`src/rtl/fib_bcd_conv_if.sv`:
```
// ============================================================================
//  Module      : fib_bcd_conv_if
//  Description : start/ready/done_tick handshake plus data buses between a
//                requester (master) and the binary-to-BCD converter (slave).
//  Revision    : 1.0  initial release
// ============================================================================
`default_nettype none

interface fib_bcd_conv_if #(
  parameter int W = 20,
  parameter int D = 7
);
  logic             start;
  logic [W-1:0]     bin;
  logic             ready;
  logic             done_tick;
  logic [4*D-1:0]   bcd;

  modport master (
    output start, bin,
    input  ready, done_tick, bcd
  );

  modport slave (
    input  start, bin,
    output ready, done_tick, bcd
  );
endinterface

`default_nettype wire

```
`src/rtl/fib_bcd_conv.sv`:
```
// ============================================================================
//  Module      : fib_bcd_conv
//  Description : Iterative binary-to-BCD converter (double dabble), one input
//                bit per cycle. Accepts a W-bit value on start while ready,
//                pulses done_tick W+1 cycles later with D packed BCD digits.
//                Optional macro FIB_BCD_BLANK_EN replaces leading zero digits
//                above digit 0 with the blank code 4'hF.
//  Revision    : 1.0  initial release
// ============================================================================
`default_nettype none

module fib_bcd_conv #(
  parameter int W = 20,
  parameter int D = 7
) (
  input  wire logic          clk,
  input  wire logic          reset,
  fib_bcd_conv_if.slave      bus
);

  localparam int CW = (W > 1) ? $clog2(W) : 1;
  localparam int BW = 4 * D;
  localparam logic [CW-1:0] C_N_INIT = CW'(W - 1);

  typedef enum logic [1:0] {
    IDLE = 2'd0,
    OP   = 2'd1,
    DONE = 2'd2
  } state_t;

  state_t          r_state;
  logic [W-1:0]    r_sh;
  logic [BW-1:0]   r_acc;
  logic [BW-1:0]   r_bcd;
  logic [CW-1:0]   r_n;

  logic [BW-1:0]   w_adj;
  logic [BW-1:0]   w_acc_nxt;
  logic [BW-1:0]   w_load;

  // Per-digit add-3 correction; digits are independent, no carry between them.
  for (genvar i = 0; i < D; i++) begin : g_digit
    assign w_adj[4*i +: 4] = (r_acc[4*i +: 4] >= 4'd5) ? r_acc[4*i +: 4] + 4'd3
                                                       : r_acc[4*i +: 4];
  end

  // Corrected accumulator shifted left with the next binary MSB entering at bit 0.
  // The top bit falling out is always 0 because 10^D exceeds the input range.
  assign w_acc_nxt = BW'({w_adj, r_sh[W-1]});

`ifdef FIB_BCD_BLANK_EN
  logic w_lead;

  // Replace leading zero digits (never digit 0) with the blank code.
  always_comb begin
    w_load = w_acc_nxt;
    w_lead = 1'b1;
    for (int i = D - 1; i >= 1; i--) begin
      if (w_lead && (w_acc_nxt[4*i +: 4] == 4'd0)) begin
        w_load[4*i +: 4] = 4'hF;
      end else begin
        w_lead = 1'b0;
      end
    end
  end
`else
  assign w_load = w_acc_nxt;
`endif

  // Control FSM and shift/accumulate datapath.
  always_ff @(posedge clk) begin
    if (!reset) begin
      r_state <= IDLE;
      r_sh    <= '0;
      r_acc   <= '0;
      r_bcd   <= '0;
      r_n     <= '0;
    end else begin
      case (r_state)
        IDLE: begin
          if (bus.start) begin
            r_sh    <= bus.bin;
            r_acc   <= '0;
            r_n     <= C_N_INIT;
            r_state <= OP;
          end
        end
        OP: begin
          r_acc <= w_acc_nxt;
          r_sh  <= {r_sh[W-2:0], 1'b0};
          if (r_n == '0) begin
            r_bcd   <= w_load;
            r_state <= DONE;
          end else begin
            r_n <= r_n - 1'b1;
          end
        end
        DONE: begin
          r_state <= IDLE;
        end
        default: begin
          r_state <= IDLE;
        end
      endcase
    end
  end

  assign bus.ready     = (r_state == IDLE);
  assign bus.done_tick = (r_state == DONE);
  assign bus.bcd       = r_bcd;

endmodule

`default_nettype wire

```
`src/flat_wrapper.sv`:
```
// flat-port wrapper written by rule: the top's interface ports become plain ports
module fib_bcd_conv_flat 
#(
  parameter int W = 20,
  parameter int D = 7
)
  (clk, reset, bus_start, bus_bin, bus_ready, bus_done_tick, bus_bcd);
  fib_bcd_conv_if #(.W(W), .D(D)) bus_i ();
  input  wire logic clk;
  input  wire logic reset;
  input wire logic [$bits(bus_i.start)-1:0] bus_start;
  input wire logic [$bits(bus_i.bin)-1:0] bus_bin;
  output wire logic [$bits(bus_i.ready)-1:0] bus_ready;
  output wire logic [$bits(bus_i.done_tick)-1:0] bus_done_tick;
  output wire logic [$bits(bus_i.bcd)-1:0] bus_bcd;
  assign bus_i.start = bus_start;
  assign bus_i.bin = bus_bin;
  assign bus_ready = bus_i.ready;
  assign bus_done_tick = bus_i.done_tick;
  assign bus_bcd = bus_i.bcd;
  fib_bcd_conv #(.W(W), .D(D)) u_core (.clk(clk), .reset(reset), .bus(bus_i));
endmodule
```
`config.mk`:
```
export PLATFORM = sky130hd
export DESIGN_NAME = fib_bcd_conv_flat
export DESIGN_NICKNAME = d
export VERILOG_FILES = /design/src/rtl/fib_bcd_conv_if.sv /design/src/rtl/fib_bcd_conv.sv /design/src/flat_wrapper.sv
export SDC_FILE = /design/constraint.sdc
export NUM_CORES = 1
export LEC_CHECK = 0
export CAP_MARGIN = 20
export CORE_ASPECT_RATIO = 1.2
export CORE_MARGIN = 2
export CORE_UTILIZATION = 29
export CTS_BUF_LIST = sky130_fd_sc_hd__clkbuf_4 sky130_fd_sc_hd__clkbuf_8
export DETAILED_ROUTE_END_ITERATION = 6
export SYNTH_ARGS = -nofsm -noshare
export SYNTH_HDL_FRONTEND = slang
export SYNTH_SLANG_ARGS = --single-unit
```
`constraint.sdc`:
```
create_clock -name clk -period 1.6 [get_ports clk]
set_clock_uncertainty 0.2 [all_clocks]
set_input_delay 0.16 -clock clk [delete_from_list [all_inputs] [get_ports clk]]
set_output_delay 0.16 -clock clk [all_outputs]
set_load 0.005 [all_outputs]
```
==> results.json, run 1 <==
{
  "rrSetupSlack_ns": -0.14,
  "ys_warn_count": 0,
  "synthesis.area_um2": 3820,
  "fin_nets": 595,
  "synth_fp_nets": 478,
  "die_x_um": 109,
  "fmax_mhz": 575,
  "min_period_ns": 1.74,
  "num_antenna_cells": 0,
  "r2r-end": "u_core.bus.bcd[24]",
  "hold_buffers": 0,
  "endpoint_kind": "register",
  "syn_avg_cell_area_um2": 8.67,
  "whs_path_depth": 2,
  "dp.cells": 691,
  "hp-start": "u_core.bus.bcd[10]",
  "critical_path_class": "register to register",
  "htree_levels": 3,
  "hp-class": "register to register",
  "fin_cells": 725,
  "synthArstFlopShare_pct": 0,
  "timing.final.max_slew_violations": 0,
  "r2r-start": "u_core.r_n[0]",
  "ys_types": 32,
  "io_pins": 53,
  "grt_overflow": 0,
  "clock_sinks": 83,
  "max_slew_margin_pct": 73.0,
  "min_to": "u_core.bus.bcd[10]",
  "fillCellCount": 1197,
  "power.total_mw": 4.91,
  "finalCritPeriodShare_pct": 109,
  "first_global_vias": 3673,
  "cp-start-kind": "register",
  "finalHoldWorstSlack_ns": 0.278,
  "grt_pass1_wl_um": 17300,
  "powerDensity_nw_per_um2": 803,
  "dieArea_um2": 14100,
  "synth_cells": 440,
  "die_h_um": 130,
  "setup_ws_ns": -0.140,
  "vias": 3771,
  "ys_ff_latch": 83,
  "postSynth.topFlopCell": "dfxtp_1",
  "worstPathArrival_ns": 1.84,
  "multi_input_area_um2": 2600,
  "initial_core_util_pct": 29.9,
  "leakage_nw": 2.43,
  "regArea_um2": 1710,
  "avgViaCountPerCell": 5.20,
  "cts-root-buf": "clkbuf_8",
  "place.gp.congestion": 0.800,
  "final_cell_mix": "buf_4, nand2_1, dfxtp_1, clkdlybuf4s50_1, dfxtp_2",
  "setup_viol": 29,
  "hpwl_um": 6950,
  "grt_usage_pct": 15.4,
  "final_common_cell": "buf_4",
  "clock_latency_ns": 0.36,
  "synth_edf_count": 0,
  "ir_drop_v": 0.000648,
  "cts_tree": "yes",
  "rsz0062_at_grt": "yes",
  "dp_slack_ns": -0.261,
  "violations": "negative setup slack",
  "cts_buffers": 9,
  "cp_max_fo": 8,
  "routedWlPerCell_um": 15.3,
  "cts_buffer_depth": 2,
  "drc": 0,
  "fp.coreArea_um2": 12800,
  "synth-seq-area-share_pct": 43.5,
  "wirelength_um": 11100,
  "clk_pin_slew_worst_paths_ns": 0.09,
  "reg2reg_depth": 8,
  "dr.first_iter.drc_count": 133,
  "area_growth_pct": 60.4,
  "row_count": 45,
  "status": "finished, violations left",
  "grt_antenna_before_repair": 0,
  "io_buffers": 52,
  "antenna_left": 0,
  "max_cap_viol_count": 0,
  "drive_gt1_share_pct": 43.7,
  "hold_viol": 0,
  "grt_max_degree": 23,
  "dr.pass1.iters": 4,
  "tightest_slew_ns": 0.404,
  "required_ns": 1.70
}
[through the flow]
step	area (µm²)	TNS [ns]	util, %
2_1_floorplan	3870	-1.40	-
3_3_place_gp	4960	-10.19	38.8
3_5_place_dp	4960	-11.40	38.8
4_1_cts	5600	-3.05	43.8
5_1_grt	6120	-5.39	47.9
6_report	6120	-2.92	47.9
[worst max-delay path, cell delays in order (launching register included)]
cell and delay, ns:
dfxtp_2 0.33, inv_2 0.07, ha_4 0.14, nor4b_4 0.21, and2_4 0.29, buf_6 0.15, buf_16 0.14, o21ai_4 0.05
a21oi_2 0.10
[state kept, by name, summed over array words and instances, names as in the netlist]
register,cells
u_core.r_state,2
u_core.r_acc,28
u_core.r_n,5
u_core.r_sh,20
u_core.bus.bcd,28
[worst max-delay path by stage]
stage | slack [ns] | endpoint | cells after the start | start
2_1_floorplan | -0.13 | u_core.bus.bcd[0] | 8 | u_core.r_n[0]
3_3_place_gp | -0.23 | u_core.r_acc[23] | 5 | reset
4_1_cts | -0.14 | u_core.bus.bcd[24] | 8 | u_core.r_n[0]
6_report | -0.14 | u_core.bus.bcd[24] | 8 | u_core.r_n[0]
3_5_place_dp | -0.26 | u_core.r_acc[23] | 5 | reset
5_1_grt | -0.22 | u_core.bus.bcd[27] | 7 | u_core.r_n[0]
[final cells by class]
class,count,area share (%)
multi-input cells,307,42.4
flip-flops and latches,83,27.9
repair buffers,135,21.7
well taps,164,3.35
clock buffers,9,2.02
inverters,21,1.49
clock inverters,6,1.08
[Yosys cell counts (2+ instances only)]
library cell | count | share of area (%)
inv_1 | 21 | 2.1
a32o_1 | 7 | 1.8
dfxtp_1 | 83 | 44
o21ai_0 | 42 | 5.5
a211oi_2 | 6 | 2.0
nand2_1 | 49 | 4.8
buf_6 | 4 | 1.2
buf_2 | 6 | 0.79
a311oi_1 | 2 | 0.46
nor3b_1 | 12 | 2.4
a21oi_1 | 48 | 6.3
nor2_1 | 32 | 3.1
nand2b_1 | 7 | 1.1
xnor2_1 | 8 | 1.8
o31ai_1 | 7 | 1.4
nor2b_1 | 3 | 0.49
clkbuf_1 | 20 | 2.0
and2_1 | 4 | 0.66
mux2_2 | 7 | 2.1
o22ai_1 | 28 | 4.6
o221ai_1 | 19 | 4.4
ha_1 | 15 | 4.9
[layer usage]
metal / up-vias / track usage [%] / routed length, µm
met5: - / 0 / 0
met4: 0 / 4.45 / 75
met3: 7 / 3.27 / 508
met2: 88 / 27.2 / 5740
met1: 1841 / 18.7 / 4760
li1: 1835 / - / -
[report_power, final]
group          internal [mW]  switching (mW)
logic                  0.572           0.528
clock network          0.715           0.788
registers               2.20           0.106
total                   3.49            1.42
[repair_timing]
action | CTS | global route
gates cloned | 5 | 0
setup buffers | 5 | 11
pin swaps | 16 | 33
resized for setup | 74 | 128
endpoints found under the setup margin | 54 | 85
[logic make-up (layout without fill, tap and decap cells)]
logic type | after synthesis | after routing | share of synthesized area (%)
multiplexers | 8 | 8 | 2.33
AND/OR/NAND/NOR | 111 | 112 | 13.9
buffers and inverters | 51 | 171 | 6.00
AO/OA/AOI/OAI | 164 | 164 | 27.5
flip-flops | 83 | 83 | 43.5
XOR/XNOR | 8 | 8 | 1.84
adder cells (fa/ha/maj) | 15 | 15 | 4.92
Note: power is estimated with default switching activity, not from simulation.
==> run 2, diff against run 1 <==
HOLD_SLACK_MARGIN = 0.08   (was default)
==> results of run 2 <==
No change in the layout: final DEF, timing and power equal those of run 1.
